$ cat src/rtl/xmpl_fft_pkg.sv
// xmpl_fft_pkg
//   Shared types and helpers for the xmpl_fft output unloader.
//   - bank_state_e : life cycle of one ping-pong buffer bank
//   - FFT_LEN_MIN / FFT_LEN_MAX : legal frame lengths (powers of two)
//   - bitrev()     : reverse the low 'width' bits of an index
package xmpl_fft_pkg;

  localparam int FFT_LEN_MIN = 4;
  localparam int FFT_LEN_MAX = 4096;
  localparam int BITREV_W    = 12;  // $clog2(FFT_LEN_MAX)

  typedef enum logic [1:0] {
    EMPTY    = 2'd0,
    FILLING  = 2'd1,
    FULL     = 2'd2,
    DRAINING = 2'd3
  } bank_state_e;

  // Bits at or above 'width' come back as zero.
  function automatic logic [BITREV_W-1:0] bitrev(input logic [BITREV_W-1:0] addr,
                                                 input int width);
    logic [BITREV_W-1:0] r;
    r = '0;
    for (int i = 0; i < width; i++) begin
      r[i] = addr[width-1-i];
    end
    return r;
  endfunction

endpackage

$ cat src/rtl/xmpl_fft_bank_ram.sv
// xmpl_fft_bank_ram
//   Simple dual-port RAM holding both ping-pong banks (bank = address MSB).
//   Ports:
//     clk      : clock, rising edge
//     wr_en    : write strobe
//     wr_addr  : write address {bank, bin}
//     wr_data  : write data
//     rd_en    : read strobe; rd_data updates one clock later
//     rd_addr  : read address {bank, bin}
//     rd_data  : registered read data, holds its value while rd_en is low
module xmpl_fft_bank_ram #(
  parameter int DATA_W = 32,
  parameter int ADDR_W = 7
) (
  input  logic              clk,
  input  logic              wr_en,
  input  logic [ADDR_W-1:0] wr_addr,
  input  logic [DATA_W-1:0] wr_data,
  input  logic              rd_en,
  input  logic [ADDR_W-1:0] rd_addr,
  output logic [DATA_W-1:0] rd_data
);

  logic [DATA_W-1:0] mem [2**ADDR_W];

  always_ff @(posedge clk) begin
    if (wr_en) begin
      mem[wr_addr] <= wr_data;
    end
    if (rd_en) begin
      rd_data <= mem[rd_addr];
    end
  end

endmodule

$ cat src/rtl/xmpl_fft_unloader.sv
// xmpl_fft_unloader
//   Reorders xmpl_fft results from bit-reversed to natural bin order using a
//   two-bank ping-pong buffer: one frame loads while the previous one drains.
//   Ports:
//     clk_i, reset_n_i          : clock, synchronous active-low reset
//     s_valid_i/s_data_i/s_last_i/s_ready_o : input stream, k-th sample = bin bitrev(k)
//     m_valid_o/m_data_o/m_index_o/m_last_o/m_ready_i : output stream, natural order
//     frame_err_o               : one-clock pulse when a frame had a misplaced s_last_i
module xmpl_fft_unloader
  import xmpl_fft_pkg::*;
#(
  parameter  int FFT_LEN = 64,
  parameter  int DATA_W  = 32,
  localparam int ADDR_W  = $clog2(FFT_LEN)
) (
  input  logic              clk_i,
  input  logic              reset_n_i,
  input  logic              s_valid_i,
  input  logic [DATA_W-1:0] s_data_i,
  input  logic              s_last_i,
  output logic              s_ready_o,
  output logic              m_valid_o,
  output logic [DATA_W-1:0] m_data_o,
  output logic [ADDR_W-1:0] m_index_o,
  output logic              m_last_o,
  input  logic              m_ready_i,
  output logic              frame_err_o
);

  localparam logic [ADDR_W-1:0] LAST_IDX = ADDR_W'(FFT_LEN - 1);

  bank_state_e       bank_st     [2];
  bank_state_e       bank_st_nxt [2];
  logic              wr_bank, wr_bank_nxt;
  logic              iss_bank, iss_bank_nxt;
  logic              rd_bank, rd_bank_nxt;
  logic [ADDR_W-1:0] wr_cnt, wr_cnt_nxt;
  logic [ADDR_W-1:0] iss_cnt, iss_cnt_nxt;
  logic              s_ready_nxt;

  logic              s_hs;
  logic              frame_bad;
  logic              out_pop;
  logic              a_free;
  logic              rd_issue;
  logic [ADDR_W-1:0] wr_bin;

  logic [DATA_W-1:0] ram_rdata;
  logic              rd_v;
  logic [ADDR_W-1:0] rd_idx;
  logic              skid_v;
  logic [DATA_W-1:0] skid_data;
  logic [ADDR_W-1:0] skid_idx;

  assign s_hs      = s_valid_i & s_ready_o;
  assign frame_bad = s_hs & (s_last_i != (wr_cnt == LAST_IDX));
  assign out_pop   = m_valid_o & m_ready_i;
  assign wr_bin    = ADDR_W'(bitrev(BITREV_W'(wr_cnt), ADDR_W));

  // The RAM output register is the first skid slot. It is free for a new
  // read when empty, when it moves into the skid register, or when it is
  // handed downstream this clock.
  assign a_free = !rd_v || !skid_v || out_pop;

  // iss_bank moves on as soon as the last read of a frame is issued, so the
  // next full bank starts reading while the previous one is still draining.
  // DRAINING with iss_cnt==0 means every read of that bank is already out.
  assign rd_issue = a_free &&
                    ((bank_st[iss_bank] == FULL) ||
                     (bank_st[iss_bank] == DRAINING && iss_cnt != '0));

  assign m_valid_o = skid_v | rd_v;
  assign m_data_o  = skid_v ? skid_data : (rd_v ? ram_rdata : '0);
  assign m_index_o = skid_v ? skid_idx  : (rd_v ? rd_idx    : '0);
  assign m_last_o  = m_valid_o && (m_index_o == LAST_IDX);

  xmpl_fft_bank_ram #(
    .DATA_W (DATA_W),
    .ADDR_W (ADDR_W + 1)
  ) u_ram (
    .clk     (clk_i),
    .wr_en   (s_hs),
    .wr_addr ({wr_bank, wr_bin}),
    .wr_data (s_data_i),
    .rd_en   (rd_issue),
    .rd_addr ({iss_bank, iss_cnt}),
    .rd_data (ram_rdata)
  );

  // Next-state for the bank FSMs and pointers. Write and read sides only ever
  // touch banks in disjoint states, so their updates never collide.
  always_comb begin
    bank_st_nxt  = bank_st;
    wr_bank_nxt  = wr_bank;
    iss_bank_nxt = iss_bank;
    rd_bank_nxt  = rd_bank;
    wr_cnt_nxt   = wr_cnt;
    iss_cnt_nxt  = iss_cnt;

    if (s_hs) begin
      if (frame_bad) begin
        bank_st_nxt[wr_bank] = EMPTY;
        wr_cnt_nxt           = '0;
      end else if (wr_cnt == LAST_IDX) begin
        bank_st_nxt[wr_bank] = FULL;
        wr_cnt_nxt           = '0;
        wr_bank_nxt          = ~wr_bank;
      end else begin
        bank_st_nxt[wr_bank] = FILLING;
        wr_cnt_nxt           = wr_cnt + 1'b1;
      end
    end

    if (rd_issue) begin
      bank_st_nxt[iss_bank] = DRAINING;
      if (iss_cnt == LAST_IDX) begin
        iss_cnt_nxt  = '0;
        iss_bank_nxt = ~iss_bank;
      end else begin
        iss_cnt_nxt = iss_cnt + 1'b1;
      end
    end

    if (out_pop && m_last_o) begin
      bank_st_nxt[rd_bank] = EMPTY;
      rd_bank_nxt          = ~rd_bank;
    end

    s_ready_nxt = (bank_st_nxt[wr_bank_nxt] == EMPTY) ||
                  (bank_st_nxt[wr_bank_nxt] == FILLING);
  end

  // State registers, registered s_ready_o / frame_err_o, and the output skid.
  always_ff @(posedge clk_i) begin
    if (!reset_n_i) begin
      bank_st[0]  <= EMPTY;
      bank_st[1]  <= EMPTY;
      wr_bank     <= 1'b0;
      iss_bank    <= 1'b0;
      rd_bank     <= 1'b0;
      wr_cnt      <= '0;
      iss_cnt     <= '0;
      s_ready_o   <= 1'b0;
      frame_err_o <= 1'b0;
      rd_v        <= 1'b0;
      rd_idx      <= '0;
      skid_v      <= 1'b0;
      skid_data   <= '0;
      skid_idx    <= '0;
    end else begin
      bank_st     <= bank_st_nxt;
      wr_bank     <= wr_bank_nxt;
      iss_bank    <= iss_bank_nxt;
      rd_bank     <= rd_bank_nxt;
      wr_cnt      <= wr_cnt_nxt;
      iss_cnt     <= iss_cnt_nxt;
      s_ready_o   <= s_ready_nxt;
      frame_err_o <= frame_bad;

      if (rd_issue) begin
        rd_v   <= 1'b1;
        rd_idx <= iss_cnt;
      end else if (a_free) begin
        rd_v <= 1'b0;
      end

      // Skid holds the older sample; a stalled RAM output slides into it.
      if (!skid_v) begin
        if (rd_v && !out_pop) begin
          skid_v    <= 1'b1;
          skid_data <= ram_rdata;
          skid_idx  <= rd_idx;
        end
      end else if (out_pop) begin
        skid_v    <= rd_v;
        skid_data <= ram_rdata;
        skid_idx  <= rd_idx;
      end
    end
  end

endmodule

$ cat config.mk
export PLATFORM = sky130hd
export DESIGN_NAME = xmpl_fft_unloader
export DESIGN_NICKNAME = d
export VERILOG_FILES = /design/src/rtl/xmpl_fft_pkg.sv /design/src/rtl/xmpl_fft_bank_ram.sv /design/src/rtl/xmpl_fft_unloader.sv
export SDC_FILE = /design/constraint.sdc
export NUM_CORES = 2
export LEC_CHECK = 0
export CAP_MARGIN = 40
export CORE_ASPECT_RATIO = 1.2
export CORE_MARGIN = 5
export CORE_UTILIZATION = 51
export CTS_CLUSTER_DIAMETER = 150
export CTS_CLUSTER_SIZE = 16
export DETAILED_ROUTE_END_ITERATION = 8
export PLACE_DENSITY_LB_ADDON = 0.12
export SLEW_MARGIN = 20
export SYNTH_ARGS = -nofsm -noshare
export SYNTH_HDL_FRONTEND = slang
export SYNTH_SLANG_ARGS = --single-unit
export TNS_END_PERCENT = 5
$ cat constraint.sdc
create_clock -name clk_i -period 3.5 [get_ports clk_i]
set_input_delay 0.525 -clock clk_i [delete_from_list [all_inputs] [get_ports clk_i]]
set_output_delay 0.525 -clock clk_i [all_outputs]
set_load 0.05 [all_outputs]
==> results.json <==
{
  "syn_nets": 7146,
  "clk_path_buf_depth": 4,
  "hold_viol": 0,
  "cts_root_buffer": "clkbuf_16",
  "antenna_found_initial": 29,
  "finalPower_mw": 88.73,
  "status": "finished, violations left",
  "critPathLaunchType": "flip-flop",
  "postRouteAntennaNets": 0,
  "boundaryPins": 79,
  "areaGrowthSynthToFinish_pct": 13.48,
  "p_sw_mw": 17.46,
  "final_area_mm2": 0.1819,
  "critPathArrivalTime_ns": 4.46,
  "setup_viol": 2,
  "core_area_mm2": 0.3131,
  "start_util_pct": 51.21,
  "synth_warnings": 0,
  "fin_skew_ns": 0.06116,
  "hold_path_class": "primary input to flip-flop",
  "cap_violations": 0,
  "whs_path_depth": 1,
  "comb_power_share_pct": 1.6,
  "chipHeight_um": 624.2,
  "clkSinkCount": 4195,
  "synth_compound_area_share_pct": 2.164,
  "max_freq_ghz": 0.2680,
  "p_int_mw": 71.27,
  "final_cells": 12008,
  "worst_pin_slew_ns": 0.9828,
  "cp_cell_sequence": "buf_12 > nor2_4 > nand2_1 > o21ai_0 > a31oi_4 > buf_4 > a21oi_1",
  "clkTransAtPathRegs_ns": 0.08,
  "drive_above_1_share_pct": 29.73,
  "r2r_cells": 7,
  "synth_area_mm2": 0.1603,
  "rsz0062_at_grt": "true",
  "placed_area_mm2": 0.1735,
  "synth.most_common_cell": "edfxtp_1",
  "drc": 0,
  "gp_congestion": 0.8994,
  "viasPerCell": 6.643,
  "synth_top_family_by_area": "multiplexers",
  "dpl.hpwl_um": 293900,
  "reg2reg_from": "iss_cnt[4]",
  "slew_violations": 0,
  "yosysSeqAreaShare_pct": 78.17,
  "track_usage_pct": 29.20,
  "synth_edf_count": 4128,
  "yosysUniqueCellTypes": 65,
  "numPortBuffers": 78,
  "async_flop_share_pct": 0,
  "leakage_nw": 53.97,
  "synth_top_area_share_pct": 77.33,
  "maxSlewHeadroom_pct": 34.48,
  "synth_xor_area_share_pct": 0.05464,
  "post_drt_wl_per_cell_um": 39.75,
  "synth_simple_gate_area_share_pct": 1.816,
  "worstSetupEndpointType": "flip-flop",
  "grt_pass1_wl_um": 656000,
  "die_w_um": 521.8,
  "synth_mux_area_share_pct": 16.45,
  "vdd_drop_max_mv": 0.3846,
  "ys.flop_type": "edfxtp_1",
  "min_from": "s_data_i[7]",
  "numPlacedInstances": 11642,
  "grt_pass1_vias": 79623,
  "clock_latency_ns": 0.90,
  "max_stage_delay_ns": 0.90,
  "synth.ff_latch_count": 4195,
  "vias": 79766,
  "grt_max_degree": 129,
  "synth_area_leaders": "edfxtp_1 77%, mux4_2 15%, mux2i_1 1.3%",
  "min_to": "u_ram.mem[90][7]",
  "p_seq_share_pct": 62.1,
  "rows": 225,
  "synthCells": 7106,
  "p_per_area_mw_per_mm2": 487.8,
  "critPathRequiredTime_ns": 4.23,
  "yosys-top-cells-count": "4128 x edfxtp_1, 1064 x mux4_2, 301 x nand2_1",
  "synth_area_leader_cell": "edfxtp_1",
  "min_period_ns": 3.732,
  "cts_htree_levels": 5,
  "die_area_mm2": 0.3257,
  "critPathKind": "flip-flop to flip-flop",
  "fin_ws_ns": -0.2320,
  "crit_slowest_cell": "o21ai_0",
  "regToRegEndpoint": "u_ram.rd_data[19]",
  "synthAdderAreaFrac_pct": 0.02342,
  "overflow": 0,
  "share_clk_of_total_power_pct": 36.3,
  "fin_crit_sh_pct": 106.6,
  "synth.avg_cell_area_um2": 22.56,
  "violations": "negative setup slack",
  "numCtsBuffers": 304,
  "switching_share_pct": 19.67,
  "drtIter0Drc": 11296,
  "cts_tree": "built",
  "wl_um": 477400,
  "critPathMaxFanout": 34,
  "dr.pass1.iters": 5,
  "final.fill_count": 22457,
  "fin_nets": 7800,
  "r2r_slack_ns": -0.23
}
-- cell families (layout without fill, tap and decap cells) --
group | after synthesis | in the layout
multiplexers | 1301 | 1301
AND/OR/NAND/NOR | 674 | 674
AO/OA/AOI/OAI | 512 | 512
buffers and inverters | 411 | 1103
other | 0 | 11
flip-flops | 4195 | 4195
XOR/XNOR | 10 | 10
adder cells (fa/ha/maj) | 3 | 3
-- final cells by class --
type	instances	area (um2)	share of cell area [%]
flip-flops and latches	4195	125300	68.90
multi-input cells	2500	34160	18.78
repair buffers	752	9099	5.002
clock buffers	331	7879	4.331
well taps	4199	5254	2.888
clock inverters	13	131.4	0.07222
inverters	7	28.78	0.01582
diodes	11	27.53	0.01513
-- metrics by stage --
step	TNS [ns]	hold WS [ns]	utilization, %	worst slack (ns)
finish	-0.2724	0.07728	58.11	-0.2320
global route	-0.1287	0.01914	58.10	-0.06884
CTS	-0.4256	0.01266	58.03	-0.1335
detailed placement	-3.438	0.4435	55.41	-0.3250
global placement	-9.572	0.4379	55.31	-1.153
floorplan	-7.961	0.4319	-	-0.2488
-- worst max path at each step --
stage / depth (start not counted) / end / startpoint / slack [ns]
global placement: 6 / u_ram.rd_data[7] / iss_cnt[0] / -1.15
CTS: 7 / u_ram.rd_data[19] / iss_cnt[4] / -0.13
detailed placement: 7 / u_ram.rd_data[27] / iss_cnt[1] / -0.32
floorplan: 3 / u_ram.mem[81][0] / s_ready_o / -0.25
finish: 7 / u_ram.rd_data[19] / iss_cnt[4] / -0.23
global route: 7 / u_ram.rd_data[19] / iss_cnt[4] / -0.07
-- registers in the layout, summed over array words and instances, names as in the netlist, 4 cells and up --
register / flops
bank_st: 4
skid_idx: 6
iss_cnt: 6
skid_data: 32
u_ram.mem: 4096
wr_cnt: 6
rd_idx: 6
u_ram.rd_data: 32
-- metal layers --
metal	vias up	global-route usage, %	wire length (um)
met4	4	9.915	19350
met1	43654	40.04	180000
met3	699	6.391	45970
li1	31186	-	-
met5	-	0	27
met2	4223	47.07	232000
-- power groups by stage --
stage | Clock, mW | Combinational (mW) | Sequential, mW
CTS | 32.7 | 1.38 | 55.1
floorplan | 0 | 0.113 | 56.3
detailed placement | 0 | 1.38 | 56.2
global placement | 0 | 1.29 | 56.2
finish | 32.2 | 1.39 | 55.1
global route | 34.7 | 1.45 | 55.1
-- placed cells by master, fill, tap and decap left out, types with 7 or more instances in the layout --
cell type / n
nor2b_1: 15
a32oi_1: 14
or3_1: 12
buf_12: 244
a211oi_1: 21
nand3_1: 51
o221ai_1: 15
o22ai_1: 60
clkbuf_1: 19
nor2_4: 130
nor3_1: 7
a21oi_1: 111
clkbuf_16: 312
nand2b_1: 9
mux2_2: 30
buf_4: 441
a221oi_1: 20
nor4_1: 26
diode_2: 11
a32o_1: 13
a22o_1: 9
inv_6: 10
and2_1: 7
dfxtp_4: 7
mux2i_1: 207
buf_16: 13
nand2_1: 295
o21ai_0: 66
dfxtp_1: 59
clkdlybuf4s50_1: 41
mux4_2: 1064
edfxtp_1: 4128
nor2_1: 73
a22oi_1: 114
nand4_1: 7
-- what timing repair did --
item | in CTS | in global routing
hold endpoints to repair | 17 | 10
gates cloned | 0 | 0
resized for setup | 28 | 9
pin swaps | 1 | 1
setup buffers | 0 | 5
hold buffers | 1 | 2
setup endpoints to repair | 35 | 22
-- critical path, delay by kind of cell (launching register included) --
kind	cells	cell delay [ns]
AND/OR/NAND/NOR	2	1.27
AO/OA/AOI/OAI	3	1.16
buffers and inverters	2	0.55
flip-flops	1	0.53
(Power assumes the default switching activity.)
